--- src/rtl/sram_arb_pkg.sv ---
// Shared encodings and defaults for the two-port buffer SRAM arbiter.
package sram_arb_pkg;

  localparam int ADDR_W_DEF    = 7;
  localparam int DATA_W_DEF    = 16;
  localparam int MAX_BURST_DEF = 4;
  localparam int CNT_W         = 4;

  localparam logic [CNT_W-1:0] CNT_MAX = '1;

  typedef enum logic [1:0] {
    IDLE  = 2'b00,
    OWN_A = 2'b01,
    OWN_B = 2'b10
  } owner_e;

  localparam logic PORT_A = 1'b0;
  localparam logic PORT_B = 1'b1;

  // Burst counter step: restart at 1 on an owner change, saturate otherwise.
  function automatic logic [CNT_W-1:0] cnt_next(input logic same_owner,
                                                 input logic [CNT_W-1:0] cnt);
    if (!same_owner) return CNT_W'(1);
    return (cnt == CNT_MAX) ? cnt : cnt + 1'b1;
  endfunction

endpackage

--- src/rtl/rr_burst_picker.sv ---
// Round-robin grant with bounded burst hold; purely combinational.
module rr_burst_picker
  import sram_arb_pkg::*;
#(
  parameter int MAX_BURST = MAX_BURST_DEF
) (
  input  logic             req_a,
  input  logic             req_b,
  input  owner_e           owner,
  input  logic [CNT_W-1:0] cnt,
  input  logic             last,
  output logic             gnt_a,
  output logic             gnt_b
);

  localparam logic [CNT_W-1:0] BURST_LIM = CNT_W'(MAX_BURST);

  logic burst_open;
  assign burst_open = (cnt < BURST_LIM);

  always_comb begin
    gnt_a = 1'b0;
    gnt_b = 1'b0;
    if (req_a && !req_b) begin
      gnt_a = 1'b1;
    end else if (req_b && !req_a) begin
      gnt_b = 1'b1;
    end else if (req_a && req_b) begin
      // Under contention the owner keeps the port until its burst is used up.
      case (owner)
        OWN_A: begin
          gnt_a = burst_open;
          gnt_b = !burst_open;
        end
        OWN_B: begin
          gnt_b = burst_open;
          gnt_a = !burst_open;
        end
        default: begin
          gnt_a = (last == PORT_B);
          gnt_b = (last == PORT_A);
        end
      endcase
    end
  end

endmodule

--- src/rtl/sram_arbiter.sv ---
// Two-port (host A / SD datapath B) arbiter for the 16x128 buffer SRAM.
module sram_arbiter
  import sram_arb_pkg::*;
#(
  parameter int ADDR_W    = ADDR_W_DEF,
  parameter int DATA_W    = DATA_W_DEF,
  parameter int MAX_BURST = MAX_BURST_DEF
) (
  input  logic              clk,
  input  logic              rst_n,
  input  logic              a_req,
  input  logic              a_we,
  input  logic [ADDR_W-1:0] a_addr,
  input  logic [DATA_W-1:0] a_wdata,
  output logic              a_gnt,
  output logic              a_rvalid,
  input  logic              b_req,
  input  logic              b_we,
  input  logic [ADDR_W-1:0] b_addr,
  input  logic [DATA_W-1:0] b_wdata,
  output logic              b_gnt,
  output logic              b_rvalid,
  output logic [DATA_W-1:0] rdata,
  output logic              sram_wr_en,
  output logic [ADDR_W-1:0] sram_wr_ptr,
  output logic [DATA_W-1:0] sram_din,
  output logic              sram_rd_en,
  output logic [ADDR_W-1:0] sram_rd_ptr,
  input  logic [DATA_W-1:0] sram_dout
);

  owner_e           owner_q, owner_d;
  logic [CNT_W-1:0] cnt_q, cnt_d;
  logic             last_q, last_d;
  logic             a_rvalid_q, a_rvalid_d;
  logic             b_rvalid_q, b_rvalid_d;

  rr_burst_picker #(.MAX_BURST(MAX_BURST)) u_picker (
    .req_a (a_req),
    .req_b (b_req),
    .owner (owner_q),
    .cnt   (cnt_q),
    .last  (last_q),
    .gnt_a (a_gnt),
    .gnt_b (b_gnt)
  );

  always_comb begin
    owner_d    = owner_q;
    cnt_d      = cnt_q;
    last_d     = last_q;
    a_rvalid_d = a_gnt && !a_we;
    b_rvalid_d = b_gnt && !b_we;
    if (a_gnt) begin
      owner_d = OWN_A;
      cnt_d   = cnt_next(owner_q == OWN_A, cnt_q);
      last_d  = PORT_A;
    end else if (b_gnt) begin
      owner_d = OWN_B;
      cnt_d   = cnt_next(owner_q == OWN_B, cnt_q);
      last_d  = PORT_B;
    end else begin
      // last is kept so the next tie still alternates after an idle gap.
      owner_d = IDLE;
      cnt_d   = '0;
    end
  end

  always_ff @(posedge clk) begin
    if (!rst_n) begin
      owner_q    <= IDLE;
      cnt_q      <= '0;
      last_q     <= PORT_B;
      a_rvalid_q <= 1'b0;
      b_rvalid_q <= 1'b0;
    end else begin
      owner_q    <= owner_d;
      cnt_q      <= cnt_d;
      last_q     <= last_d;
      a_rvalid_q <= a_rvalid_d;
      b_rvalid_q <= b_rvalid_d;
    end
  end

  // SRAM strobes follow the single granted port; idle buses are parked at 0.
  always_comb begin
    sram_wr_en  = 1'b0;
    sram_wr_ptr = '0;
    sram_din    = '0;
    sram_rd_en  = 1'b0;
    sram_rd_ptr = '0;
    if (a_gnt) begin
      if (a_we) begin
        sram_wr_en  = 1'b1;
        sram_wr_ptr = a_addr;
        sram_din    = a_wdata;
      end else begin
        sram_rd_en  = 1'b1;
        sram_rd_ptr = a_addr;
      end
    end else if (b_gnt) begin
      if (b_we) begin
        sram_wr_en  = 1'b1;
        sram_wr_ptr = b_addr;
        sram_din    = b_wdata;
      end else begin
        sram_rd_en  = 1'b1;
        sram_rd_ptr = b_addr;
      end
    end
  end

  assign a_rvalid = a_rvalid_q;
  assign b_rvalid = b_rvalid_q;
  assign rdata    = sram_dout;

endmodule
--- config.mk ---
export PLATFORM = sky130hd
export DESIGN_NAME = sram_arbiter
export DESIGN_NICKNAME = d
export VERILOG_FILES = /design/src/rtl/sram_arb_pkg.sv /design/src/rtl/rr_burst_picker.sv /design/src/rtl/sram_arbiter.sv
export SDC_FILE = /design/constraint.sdc
export NUM_CORES = 1
export LEC_CHECK = 0
export ABC_CLOCK_PERIOD_IN_PS = 3850
export CORE_UTILIZATION = 30
export DETAILED_ROUTE_END_ITERATION = 10
export PLACE_DENSITY_LB_ADDON = 0.05
export SLEW_MARGIN = 20
export SYNTH_ARGS = -nofsm -noshare
export SYNTH_HDL_FRONTEND = slang
export SYNTH_SLANG_ARGS = --single-unit
export TNS_END_PERCENT = 1
--- constraint.sdc ---
create_clock -name clk -period 3.85 [get_ports clk]
set_input_delay 0.77 -clock clk [delete_from_list [all_inputs] [get_ports clk]]
set_output_delay 0.77 -clock clk [all_outputs]
set_load 0.01 [all_outputs]
[Word level (Yosys, flattened, before mapping)]
Cells that the tools add are included.
Word-level totals
  logic and storage cells: 69
  output and inout bits: 52
  register bits: 9
  bits of input ports: 68
Operators by class
  add/subtract/negate cells: 1
  multiplexer cells: 44
  reductions and logical operators: 12
  bitwise logic cells: 2
  order comparisons: 1
  equality and inequality tests: 3
Operators by type and width (count)
  $mux W16: 4
  $mux W7: 8
  $mux W4: 7
  $mux W1: 22
  $logic_and A1 B1 Y1: 5
  $logic_not A1 Y1: 5
  $add A4 B1 Y4 const B: 1
  $eq A4 B4 Y1 const B: 1
  $lt A4 B3 Y1 const B: 1
  $pmux W1 S2: 2
  $eq A2 B1 Y1 const B: 1
  $eq A2 B2 Y1 const B: 1
  $mux W2: 1
  $not A1 Y1: 2
  $reduce_bool A2 Y1: 1
  $reduce_or A2 Y1: 1

[Depth between registers and ports, before layout]
  word-level depth: 11
  gate-level depth with buffers: 8
  depth with buffers taken out: 7

[Hierarchy]
Synthesis repeated with hierarchy kept, for this count alone.
Unflattened totals
  cells, all modules: 111
  area total of the unflattened synthesis: 965.9 µm²
Modules (own cells, without submodules)
  sram_arbiter: area an instance 855.8 µm², sequential area each 180.2 µm², cells an instance 97, times used 1
  rr_burst_picker: area an instance 110.1 µm², sequential area each 0.0 µm², cells an instance 14, times used 1

[Worst setup path before layout]
No wires, ideal clock.
  path type: reg2out
  from: reg owner_q[0]
  to: out sram_din[10]
  stages on the path, launching flop included: 9
  arrival: 1896 ps
  path buffers: 2
  data required time: 3080 ps
  slack: 1184 ps
  cells stage by stage: dfxtp_1 > inv_1 > ha_1 > or4b_4 > o2111ai_2 > and3_1 > buf_6 > buf_8 > a22o_1
Between the ends
  longest elaborated chain between the ends: 7
  elaborated cells on any way between the ends: 12
  classes of those cells: eq/ne (2); mux (10)
RTL lines
  start: declaration: line sram_arbiter.sv:32  | owner_e owner_q, owner_d;
  start signal: assignment: line sram_arbiter.sv:77  | owner_q <= owner_d;
  $eq A2 B2 Y1 or $eq A2 B1 Y1 (tied branches): line rr_burst_picker.sv:30  | case (owner)
  $pmux W1 S2: line rr_burst_picker.sv:30
  $mux W1: line rr_burst_picker.sv:28  | end else if (req_a && req_b) begin
  $mux W1: line rr_burst_picker.sv:26  | end else if (req_b && !req_a) begin
  $mux W1: line rr_burst_picker.sv:24  | if (req_a && !req_b) begin
  $mux W16: line sram_arbiter.sv:101  | end else if (b_gnt) begin
  $mux W16 *: line sram_arbiter.sv:92  | if (a_gnt) begin
  end: declaration: line sram_arbiter.sv:26  | output logic [DATA_W-1:0] sram_din,
Mark *: on every way between the ends. The rest lies on a longest branch, timed or not.

[Final worst setup path]
  from: reg owner_q[0]
  to: out sram_wr_ptr[4]
Between the ends
  longest elaborated chain between the ends: 7
  elaborated cells on any way between the ends: 12
  classes of those cells: eq/ne (2); mux (10)
RTL lines
  $eq A2 B2 Y1 or $eq A2 B1 Y1 (tied branches): line rr_burst_picker.sv:30
  $pmux W1 S2: line rr_burst_picker.sv:30
  $mux W1: line rr_burst_picker.sv:28
  $mux W1: line rr_burst_picker.sv:26
  $mux W1: line rr_burst_picker.sv:24
  $mux W7: line sram_arbiter.sv:101
  $mux W7 *: line sram_arbiter.sv:92
  end: declaration: line sram_arbiter.sv:25  | output logic [ADDR_W-1:0] sram_wr_ptr,
Marked as above.

==> summary.md <==
| Metric | Value |
|---|---|
| Clock sink total | 9 |
| DR WL met3 | about 290 µm |
| Total power | a little under 400 µW |
| PortBufs | 87 |
| Fillers | 323 |
| Clk_lat worst skew | roughly 0.26 ns |
| Largest net degree at the start of global routing | 25 |
| Dpl cells | 240 |
| EDFF count, synth | 0 |
| H-tree depth | 1 |
| CP max FO | 24 |
| Syn Area/Cell | about 8.6 µm² |
| Async SR Flop Fraction | 0 |
| CTS root buffer | clkbuf_4 |
| IO Count | 120 |
| Total iterations of the first detailed-routing run | 4 |
| Detailed Place HPWL | around 3000 µm |
| Worst IR Drop VDD | between 0.15 and 0.2 mV |
| R2R depth | 7 |
| Overflow after GRT | 0 |
| Worst setup SP type | flip-flop |
| Slowest CP cell | clkdlybuf4s50_1 |
| Post-synth net total | 198 |
| Cell Count, Final, Fillers Out | roughly 240 |
| Worst hold-check path type | reg2reg |
| Reg2reg setup slack | around 1.9 ns |
| Area Overhead vs Synth | 72.6% |
| Via count | approximately 1300 |
| Setup_tns | 0 ns |
| Core area | between 0.003 and 0.004 mm² |
| Final setup fails | 0 |
| Commonest cells after routing, fill and taps aside | clkdlybuf4s50_1 (87), a22o_1 (27), nand2_1 (10), dfxtp_1 (9), inv_1 (8) |
| Share of layout cells above drive strength 1 | 0.106 |
| Max Buffers Root-to-Sink | 2 |
| Critical Path AT | about 2.8 ns |
| Top_reg_cell synth | dfxtp_1 |
| Maximum clock frequency | 277 MHz |
| Synthesized area | between 0.001 and 0.0015 mm² |
| Antenna violations before repair | 0 |
| Routed WL | around 3600 µm |
| Hold depth | 2 |
| Number of global-route vias before repair | around 1200 |
| Outcome | complete, no violations |
| Critical Path End Type | output pin |
| Fin nets | 271 |
| Sequential standard cell area | 180 µm² |
| N_diodes | 0 |
| Critical path type | reg2out |
| Highest metal used | met4 |
| Static Leak | 0.717 nW |
| Slowest cell delay on critical path | between 0.5 and 0.6 ns |
| TritonCTS clock tree | done |
| Design Area, Final | around 0.0019 mm² |
| Slew at the pin closest to its max-slew limit | between 0.3 and 0.4 ns |
| Met2 WL post-DR | ~1800 µm |
| Syn. warnings | 0 |
| DR WL/cell | 14.8 µm |
| Minimum clock period | approximately 3.6 ns |
| FF-to-FF End | last_q |
| DRC violations left | 0 |
| Reg2reg start | owner_q[0] |
| Tot GR Track Use | 0.181 |
| Synth Instances | around 130 |
| Hold EP | last_q |
| Worst Skew | about 0.0024 ns |
| Row count | 21 |
| RSZ-0062 raised after global routing | false |
| Initial Util | 0.318 |
| Post_cts resized | 0 |
| Critical path, cell by cell | inv_1 -> ha_1 -> or4b_4 -> o2111ai_2 -> and3_1 -> buf_4 -> a22o_1 -> clkdlybuf4s50_1 |
| Final Max Tran Viols | 0 |
| Power Density | about 210 mW/mm² |
| MaxCap Viol Count | 0 |
| CP bufs+invs | 3 |
| GPL Wtd Cong | ~0.8 |
| HP Start | last_q |
| Fin crit share | 0.937 |
| Cell variety after synth | 39 |
| Flops & latches, synth | 9 |
| Reg clk slew, reported paths | 0.07 ns |
| CTS Buf Count | 3 |
| Die width | slightly above 60 µm |
| Initial DRC Count | 39 |
| Post-CTS Setup Inserts | 0 |
| Vias per cell | approximately 5 |
| Hold_buf cts | 0 |
| Die height | a little over 60 µm |
| Sequential fraction of the synthesis area | 0.166 |
| Commonest non-fill, non-tap cell in the layout | clkdlybuf4s50_1 |
| Rel. slew slack | 0.761 |
| Metal-1 WL | 1450 µm |
| Full die area | roughly 0.0039 mm² |
| Area of the multi-input gates | 689 µm² |
| First-pass GRT wire length | approximately 5700 µm |
| Hold Fails Final Rpt | 0 |
| Worst endpoint required time | 3.08 ns |
| Kind of cell adding the most delay to the critical path | buffers and inverters |
| DRT antenna net count | 0 |
| Placement Cell Area | approximately 0.0019 mm² |
==> power by group <==
part | total (mW) | switching, mW | internal (mW) | leakage (nW)
clock network | 0.0746 | 0.0347 | 0.0399 | 0.0150
registers | 0.102 | 0.00388 | 0.0982 | 0.0738
logic | 0.218 | 0.0833 | 0.135 | 0.628
total | 0.395 | 0.122 | 0.273 | 0.717
==> cells in the mapped netlist (all sizes together) (2+ instances only) <==
| cell | instances | area, µm² |
|---|---|---|
| a22o | 30 | 267 |
| buf | 21 | 180 |
| nand2 | 10 | 37.5 |
| dfxtp | 9 | 180 |
| inv | 8 | 30.0 |
| ha | 4 | 50.1 |
| nor2 | 4 | 15.0 |
| o22ai | 4 | 25.0 |
| nor2b | 3 | 18.8 |
| o211ai | 3 | 22.5 |
| o21a | 3 | 22.5 |
| o21ai | 3 | 30.0 |
| and2 | 2 | 13.8 |
| nand3 | 2 | 10.0 |
| nor3b | 2 | 26.3 |
| or2 | 2 | 12.5 |
| or4b | 2 | 23.8 |
==> metal layers <==
layer	up-vias	global-route usage
met5	-	0
met4	0	0.0523
met3	18	0.0478
met2	53	0.335
met1	578	0.200
li1	607	-
==> flip-flops by register name, summed over array words and instances (netlist names) <==
signal    flops
cnt_q         4
last_q        1
owner_q       2
b_rvalid      1
a_rvalid      1
==> area by class of cell <==
type | instances | area share
tap | 46 | 0.0307
inverter | 8 | 0.0160
multi-input combinational | 87 | 0.367
sequential | 9 | 0.0960
clock buffer | 4 | 0.0140
timing repair buffer | 90 | 0.476
==> through the flow <==
| step | util | setup WS, ns | hold slack (ns) |
|---|---|---|---|
| finish | 0.549 | 0.243 | 0.568 |
| global route | 0.549 | 0.0656 | 0.595 |
| CTS | 0.549 | 0.224 | 0.570 |
| detailed placement | 0.542 | 0.262 | 0.561 |
| global placement | 0.542 | 0.329 | 0.558 |
| floorplan | - | 1.18 | 0.523 |
==> cells by family after synthesis <==
| kind of cell | count (synthesis) | share of synthesized area |
|---|---|---|
| buffers and inverters | 30 | 0.200 |
| AO/OA/AOI/OAI | 49 | 0.385 |
| AND/OR/NAND/NOR | 32 | 0.184 |
| adder cells (fa/ha/maj) | 4 | 0.0460 |
| XOR/XNOR | 1 | 0.00806 |
| multiplexers | 1 | 0.0104 |
| flip-flops | 9 | 0.166 |
==> worst reg2reg max path: cells and delay by family (launching register included) <==
kind            cells  cell delay [ns]
simple gates        2             0.78
flops               1             0.33
compound gates      2             0.18
buf+inv             2             0.19
fa+ha+maj           1             0.36
==> how the worst max path moves through the flow <==
stage | start | endpoint | slack (ns) | depth (start not counted)
2_1_floorplan | owner_q[0] | sram_din[10] | 1.18 | 8
3_3_place_gp | b_req | sram_wr_en | 0.33 | 6
3_5_place_dp | b_req | sram_wr_en | 0.26 | 6
4_1_cts | owner_q[0] | sram_din[0] | 0.22 | 8
5_1_grt | owner_q[0] | sram_wr_ptr[4] | 0.07 | 8
6_report | owner_q[0] | sram_wr_ptr[4] | 0.24 | 8
Power figures use the tool's default switching activity.
